<file path="src/rtl/booth_mul_sequencer_pkg.sv">
// Shared constants for the Booth multiplier sequencer: default sizes, FSM encodings, recode helper.
// No logic of its own; no latency, no backpressure.
// Imported by booth_step and booth_mul_sequencer.
package booth_mul_sequencer_pkg;

    localparam int WIDTH_DEF = 32;
    localparam int CNT_W_DEF = 6;

    localparam logic [1:0] ST_IDLE = 2'd0;
    localparam logic [1:0] ST_ITER = 2'd1;
    localparam logic [1:0] ST_DONE = 2'd2;

    typedef enum logic [1:0] {
        OP_NONE = 2'd0,
        OP_ADD  = 2'd1,
        OP_SUB  = 2'd2
    } booth_op_t;

    // Radix-2 Booth recode of the current multiplier bit pair {Q[0], q-1}.
    function automatic booth_op_t booth_recode(input logic q0, input logic qm1);
        case ({q0, qm1})
            2'b01:   return OP_ADD;
            2'b10:   return OP_SUB;
            default: return OP_NONE;
        endcase
    endfunction

endpackage

</file>
<file path="src/rtl/booth_mul_sequencer_booth_step.sv">
// One Booth iteration: drives the borrowed adder's b/cin and forms the shifted {A,Q,q-1}.
// Purely combinational, zero latency.
// No backpressure; outputs are only meaningful while en is high.
module booth_step
    import booth_mul_sequencer_pkg::*;
#(
    parameter int WIDTH = WIDTH_DEF
) (
    input  logic             en,
    input  logic [WIDTH-1:0] a,
    input  logic [WIDTH-1:0] q,
    input  logic [WIDTH-1:0] m,
    input  logic             qm1,
    input  logic [WIDTH-1:0] add_sum,
    input  logic             add_cout,
    output logic [WIDTH-1:0] add_b,
    output logic             add_cin,
    output logic [WIDTH-1:0] nxt_a,
    output logic [WIDTH-1:0] nxt_q,
    output logic             nxt_qm1
);

    booth_op_t op;
    logic      sgn;

    always_comb begin
        op      = en ? booth_recode(q[0], qm1) : OP_NONE;
        add_b   = '0;
        add_cin = 1'b0;
        case (op)
            OP_ADD: add_b = m;
            OP_SUB: begin
                add_b   = ~m;
                add_cin = 1'b1;
            end
            default: ;
        endcase
        // Sign of the W+1-bit sum, so A - (-2**(W-1)) does not flip sign on overflow.
        sgn = a[WIDTH-1] ^ add_b[WIDTH-1] ^ add_cout;
        {nxt_a, nxt_q, nxt_qm1} = {sgn, add_sum, q};
    end

endmodule

</file>
<file path="src/rtl/booth_mul_sequencer.sv">
// Radix-2 Booth signed WIDTHxWIDTH multiplier sequencer using an external shared adder.
// Latency: done pulses the cycle after edge E0+WIDTH (E0 = accepting edge); back in IDLE one edge later.
// Backpressure: start is sampled only in IDLE; requests while busy are dropped, never queued.
module booth_mul_sequencer
    import booth_mul_sequencer_pkg::*;
#(
    parameter int WIDTH = WIDTH_DEF,
    parameter int CNT_W = CNT_W_DEF
) (
    input  logic             clk,
    input  logic             rst_n,
    input  logic             start,
    input  logic [WIDTH-1:0] multiplicand,
    input  logic [WIDTH-1:0] multiplier,
    output logic             busy,
    output logic             done,
    output logic [WIDTH-1:0] hi,
    output logic [WIDTH-1:0] lo,
    output logic [WIDTH-1:0] add_a,
    output logic [WIDTH-1:0] add_b,
    output logic             add_cin,
    input  logic [WIDTH-1:0] add_sum,
    input  logic             add_cout
);

    logic [1:0]       state;
    logic [CNT_W-1:0] cnt;
    logic [WIDTH-1:0] a_reg;
    logic [WIDTH-1:0] q_reg;
    logic [WIDTH-1:0] m_reg;
    logic             qm1_reg;

    logic [WIDTH-1:0] nxt_a;
    logic [WIDTH-1:0] nxt_q;
    logic             nxt_qm1;

    booth_step #(.WIDTH(WIDTH)) u_step (
        .en       (state == ST_ITER),
        .a        (a_reg),
        .q        (q_reg),
        .m        (m_reg),
        .qm1      (qm1_reg),
        .add_sum  (add_sum),
        .add_cout (add_cout),
        .add_b    (add_b),
        .add_cin  (add_cin),
        .nxt_a    (nxt_a),
        .nxt_q    (nxt_q),
        .nxt_qm1  (nxt_qm1)
    );

    always_ff @(posedge clk or negedge rst_n) begin
        if (!rst_n) begin
            state   <= ST_IDLE;
            cnt     <= '0;
            a_reg   <= '0;
            q_reg   <= '0;
            m_reg   <= '0;
            qm1_reg <= 1'b0;
        end else begin
            case (state)
                ST_IDLE: begin
                    if (start) begin
                        a_reg   <= '0;
                        q_reg   <= multiplier;
                        m_reg   <= multiplicand;
                        qm1_reg <= 1'b0;
                        cnt     <= '0;
                        state   <= ST_ITER;
                    end
                end
                ST_ITER: begin
                    a_reg   <= nxt_a;
                    q_reg   <= nxt_q;
                    qm1_reg <= nxt_qm1;
                    cnt     <= cnt + CNT_W'(1);
                    if (cnt == CNT_W'(WIDTH - 1)) begin
                        state <= ST_DONE;
                    end
                end
                ST_DONE: state <= ST_IDLE;
                default: state <= ST_IDLE;
            endcase
        end
    end

    assign busy  = (state == ST_ITER) || (state == ST_DONE);
    assign done  = (state == ST_DONE);
    assign hi    = a_reg;
    assign lo    = q_reg;
    assign add_a = a_reg;

endmodule

</file>
<file path="config.mk">
export PLATFORM = sky130hd
export DESIGN_NAME = booth_mul_sequencer
export DESIGN_NICKNAME = d
export VERILOG_FILES = /design/src/rtl/booth_mul_sequencer_pkg.sv /design/src/rtl/booth_mul_sequencer_booth_step.sv /design/src/rtl/booth_mul_sequencer.sv
export SDC_FILE = /design/constraint.sdc
export NUM_CORES = 1
export LEC_CHECK = 0
export ABC_CLOCK_PERIOD_IN_PS = 2300
export CAP_MARGIN = 25
export CORE_MARGIN = 3
export CORE_UTILIZATION = 42
export CTS_CLUSTER_SIZE = 30
export DETAILED_ROUTE_END_ITERATION = 6
export GPL_TIMING_DRIVEN = 0
export PLACE_DENSITY = 0.78
export SLEW_MARGIN = 25
export SYNTH_ARGS = -nofsm -noshare
export SYNTH_HDL_FRONTEND = slang
export SYNTH_SLANG_ARGS = --single-unit
</file>
<file path="constraint.sdc">
create_clock -name clk -period 2.3 [get_ports clk]
set_input_delay 0.69 -clock clk [delete_from_list [all_inputs] [get_ports clk]]
set_output_delay 0.69 -clock clk [all_outputs]
set_load 0.005 [all_outputs]
</file>
* Word level (Yosys, flattened, before mapping)
Cells that the tools add are included. Widths: inputs -> output; s select.
Storage, ports and cells: output and inout bits 131, input bits 100, word-level logic and storage cells 40, register bits 105
Operators by class: multiplexer cells 15, equality and inequality tests 9, bitwise logic cells 3, reduce and logical (&&, ||, !) cells 6, add/sub/neg operators 1
Operators by type and width (count):
- $pmux 32 s2 | 3
- $mux 32 | 2
- $not 32->32 | 1
- $pmux 6 s2 | 1
- $pmux 2 s2 | 2
- $add 6x1->6 const B | 1
- $eq 2x1->1 const B | 3
- $eq 2x2->1 const B | 3
- $eq 6x5->1 const B | 1
- $mux 2 | 3
- $mux 6 | 1
- $reduce_and 2->1 | 3
- $ne 2x2->1 const B | 2
- $logic_not 2->1 | 1
- $mux 1 | 2
- $pmux 1 s2 | 1
- $reduce_bool 2->1 | 1
- $xor 1x1->1 | 2
- $logic_or 1x1->1 | 1

* Longest topological paths before layout
depth in word-level cells 8, gate-level depth with buffers 9

* Hierarchy
From an unflattened synthesis, not the netlist that was laid out.
Second synthesis, totals: cells, all modules 538, area, all modules 5637.9 um^2
By module, submodules not included:
- booth_mul_sequencer | cells an instance 359, area each 4485.6 um^2, instances 1
- booth_step | cells an instance 179, area each 1152.4 um^2, instances 1

* Least setup slack after synthesis
OpenSTA, ideal clock, no wires.
kind register to output, start reg state[1], end out add_b[10], data arrival time 1.477 ns, setup slack 0.133 ns, stages on the path, launching flop included 9, cell sequence dfrtp_1 inv_1 ha_1 buf_2 and3b_1 clkbuf_1 clkbuf_1 nand2_1 o21ai_0
Between the ends: word-level cells in the longest chain between the ends 4, elaborated cells between the ends (all ways) 5, classes of those cells eq/ne: 3; mux: 2
Ends and longest elaborated chain:
- from (decl) | RTL line booth_mul_sequencer.sv:26 | logic [1:0] state;
- from (signal assigned) | RTL line booth_mul_sequencer.sv:54 | state <= ST_IDLE;
- from (signal assigned) | RTL line booth_mul_sequencer.sv:69 | state <= ST_ITER;
- from (signal assigned) | RTL line booth_mul_sequencer.sv:78 | state <= ST_DONE;
- $eq 2x1->1 * | RTL line booth_mul_sequencer.sv:38 | .en (state == ST_ITER),
- $mux 2 * | RTL line booth_mul_sequencer_booth_step.sv:27 | op = en ? booth_recode(q[0], qm1) : OP_NONE;
- $eq 2x2->1 / $eq 2x1->1 (equally long branches) | RTL line booth_mul_sequencer_booth_step.sv:30 | case (op)
- $pmux 32 s2 * | RTL line booth_mul_sequencer_booth_step.sv:30
- to (decl) | RTL line booth_mul_sequencer.sv:20 | output logic [WIDTH-1:0] add_b,
Every way passes the cells marked *; elsewhere a longest branch is shown, timed or not.

* Worst setup path in the final report
start reg state[0], end out add_b[19]
Same word-level chain as after synthesis.

==> results.txt <==
----------------------------------------------------
[Status]
  Result of the run ... finished with violations
  Violated checks ... setup timing

[Pwr]
  Maximum VDD drop ... 0.6746 mV
  Proportion of power drawn by combinational gates ... 52.6%
  Switching power ... 3822 µW
  Areal power density over the cells ... 1293 nW/µm²
  Switch share ... 36.16%
  Standby leakage power ... 0.003505 µW
  Final Power ... 10570 µW
  Portion of total power attributed to sequential cells ... 32.5%
  Internal power consumption ... 6748 µW
  Portion of total power attributed to the clock network ... 14.8%

[Synth]
  Number of enable-type register cells in the synthesized netlist ... 0
  Post-synthesis adder-cell area fraction ... 1.500%
  Simple-Gate Fraction of Synth Area ... 10.47%
  Predominant post-synthesis flop cell ... sky130_fd_sc_hd__dfrtp_1
  Share of the synthesized netlist area taken by xor and xnor gates ... 0.3499%
  Synthesized instance count ... 518
  Synthesized net count ... 624
  Sequential share of the synthesized area ... 52.49%
  Largest family of logic cells by synthesized area ... compound AO/OA/AOI/OAI gates
  Syn_area_per_cell ... 9.664 µm²
  Warnings from Yosys ... 0
  Synthesized cell area ... 5006 µm²
  Ys async rst share ... 100.0%
  Number of flip-flops and latches in the synthesized netlist ... 105
  Number of library cell types mapped by synthesis ... 30
  Mux share of post-synthesis cell area ... 8.223%
  Complex-gate fraction of the synthesized area ... 18.32%

[Drt]
  1st-iter DRT viols ... 265
  Overall routed net length ... 16040 µm
  Mean number of vias per cell ... 5.334
  Routed length per placed instance ... 17.16 µm
  Overall via count from detail_route ... 4987
  Number of search-and-repair iterations in the first detailed-routing pass ... 5
  Number of nets still failing antenna checks after routing ... 0
  Drc violations ... 0

[Layout]
  Synth-to-Final Area Change ... 63.28%
  Fraction of final layout cells sized beyond drive strength 1 ... 26.64%
  Final std cells w/o fill ... 935
  Post-layout nets ... 894
  Filler cells ... 865
  Diodes inserted ... 0

[Placed design]
  Count of input and output buffers ... 230
  Placer congestion estimate ... 0.8340
  Sum of net half-perimeters after detailed placement ... 11600 µm
  Placed Cells ... 892

[Timing]
  Worst Max-Slew Pin Slew ... 491.5 ps
  Largest clock skew in the final design ... 6.248 ps
  Final Hold Violating Endpoints ... 0
  Min Tclk post-route ... 2524 ps
  Period Utilization, post-route ... 109.8%
  Post-Route Setup TNS ... -4982 ps
  Final setup slack of the worst path ... -224.4 ps
  Slew margin rel. ... 67.23%
  Setup repair after global routing missed its margin ... yes
  Max-slew violations ... 0
  Count of final setup violators ... 33
  Fmax achieved ... 396.1 MHz

[GRT]
  First-pass GRT wire length ... 24770 µm
  Number of antenna violations at the first check in global routing ... 0
  Vias in the first global route ... 4799
  All-layer global routing usage ... 23.38%
  Pin count of the biggest net entering global routing ... 59
  Leftover overflow at the end of global routing ... 0

[Floorplanning]
  Chip Height ... 115.2 µm
  Effective utilization at floorplan ... 43.47%
  Core area ... 11520 µm²
  Horiz. Die Dim ... 115.2 µm
  # IOs ... 231
  Area of the die ... 13270 µm²
  Num rows ... 39

[Worst setup path]
  Crit path capture type ... output port
  CP Launch Type ... register
  Critical path arrival ... 1830 ps
  Critical setup path kind ... reg -> out
  Worst Path Required ... 1610 ps
  Largest fanout of any net on the critical path ... 10

[CTS]
  # H-tree levels ... 3
  Worst skew pair latency ... 340 ps
  TritonCTS clock tree ... yes
  Num CTS Buffers ... 9
  Clock-pin slew on the worst setup and hold paths ... 70 ps
  Maximum buffer depth of the clock tree ... 2
  Sink count of the clock tree ... 105
  Number of hold buffers added after cts ... 0
  Root buffer selected by CTS ... sky130_fd_sc_hd__clkbuf_16

[Flow run]
  Max-cap check violation count ... 0

[Hold path]
  Kind of path behind the tightest hold check ... in -> async

----------------------------------------------------
kinds of logic (layout without fill, tap and decap cells):
kind of cell | Yosys count | count (layout)
DFF | 105 | 105
muxes | 37 | 37
buffers and inverters | 77 | 351
xor gates and xnor gates | 2 | 2
AOI/OAI and AO/OA | 165 | 165
adders and majority gates | 6 | 6
and+or+nand+nor | 126 | 126
cell usage in the layout (no fill, tap or decap), types with 4 or more instances in the layout:
cell type and instances:
sky130_fd_sc_hd__a21oi_1 32, sky130_fd_sc_hd__buf_2 38, sky130_fd_sc_hd__buf_4 53, sky130_fd_sc_hd__buf_6 11
sky130_fd_sc_hd__buf_8 5, sky130_fd_sc_hd__clkbuf_1 16, sky130_fd_sc_hd__clkbuf_16 9, sky130_fd_sc_hd__clkbuf_2 5
sky130_fd_sc_hd__clkbuf_4 6, sky130_fd_sc_hd__clkbuf_8 4, sky130_fd_sc_hd__clkdlybuf4s50_1 194, sky130_fd_sc_hd__dfrtp_1 105
sky130_fd_sc_hd__ha_1 4, sky130_fd_sc_hd__mux2_2 33, sky130_fd_sc_hd__nand2_1 82, sky130_fd_sc_hd__nand2_2 21
sky130_fd_sc_hd__nand3_1 4, sky130_fd_sc_hd__nor2_1 4, sky130_fd_sc_hd__nor3_1 4, sky130_fd_sc_hd__o21ai_0 45
sky130_fd_sc_hd__o21ai_1 10, sky130_fd_sc_hd__o21ai_2 14, sky130_fd_sc_hd__o22ai_1 60
metrics by stage:
stage	util, %	setup WS [ps]	cell area, µm²	hold slack (ps)
after global placement	65.02	-3429	7487	489.0
after floorplan	-	132.6	5006	394.4
after detailed placement	65.27	-799.5	7516	502.5
after global routing	70.98	-297.1	8174	304.4
final	70.98	-224.4	8174	275.3
after CTS	69.44	-246.3	7996	298.3
repair_timing:
action,CTS,global route
setup buffers,23,5
endpoints found under the setup margin,34,132
gates cloned,2,0
gates resized for setup,196,66
pin swaps,10,7
metal layers:
layer | up-vias | wire [µm] | global-route usage [%]
met2 | 212 | 8287 | 41.09
met5 | - | 0 | 0
li1 | 2336 | - | -
met4 | 0 | 281 | 6.025
met3 | 24 | 1081 | 5.000
met1 | 2415 | 6391 | 29.30
power by group through the flow:
stage                     clock network (µW)  registers (µW)  logic, µW
after floorplan                            0            3260       2520
after global placement                     0            3320       5030
after detailed placement                   0            3380       5200
after CTS                               1580            3380       5390
after global routing                    1650            3560       6050
final                                   1570            3440       5560
path summary, 6_finish.rpt:
check | from | end | slack (ps) | cells past startpoint
setup reg to reg | state[0]$_DFFE_PN0P_ | add_a[27]$_DFFE_PN0P_ | 170 | 10
hold / removal | rst_n | add_a[22]$_DFFE_PN0P_ | 280 | 1
setup / recovery | state[0]$_DFFE_PN0P_ | add_b[19] | -220 | 7
max in group asynchronous | rst_n | lo[22]$_DFFE_PN0P_ | 1370 | 2
min in group clk | add_a[9]$_DFFE_PN0P_ | add_a[9]$_DFFE_PN0P_ | 510 | 2
hold reg to reg | add_a[9]$_DFFE_PN0P_ | add_a[9]$_DFFE_PN0P_ | 510 | 2
critical path, stage by stage (launching register included):
cell                       delay (ps)
sky130_fd_sc_hd__dfrtp_1          420
sky130_fd_sc_hd__buf_6            140
sky130_fd_sc_hd__ha_4             150
sky130_fd_sc_hd__nand3b_1         170
sky130_fd_sc_hd__buf_4            200
sky130_fd_sc_hd__buf_8            140
sky130_fd_sc_hd__o21ai_1          140
sky130_fd_sc_hd__buf_2            150
cell type report:
type                    instances  area (µm²)  share of cell area (%)
repair buffers                261        2457                   30.06
flip-flops and latches        105        2628                   32.14
clock inverters                 2       37.54                  0.4592
multi-input cells             336        2097                   25.65
well taps                     143       178.9                   2.189
plain buffers                  71       498.0                   6.092
inverters                       4       17.52                  0.2143
clock buffers                  13       260.3                   3.184
cell usage after synthesis, drive strengths merged (3+ instances only):
cell type  count  area [µm²]
dfrtp        105        2628
nand2        104       390.4
o21ai         69       345.3
o22ai         60       375.4
buf           50       331.6
mux2          33       371.6
a21oi         32       160.2
clkbuf        23       86.33
ha             6       75.07
inv            4       15.01
mux2i          4       40.04
nand3          4       20.02
nor2           4       15.01
nor3           4       20.02
nand2b         3       18.77
No activity file was read; power rests on OpenSTA's default activity.
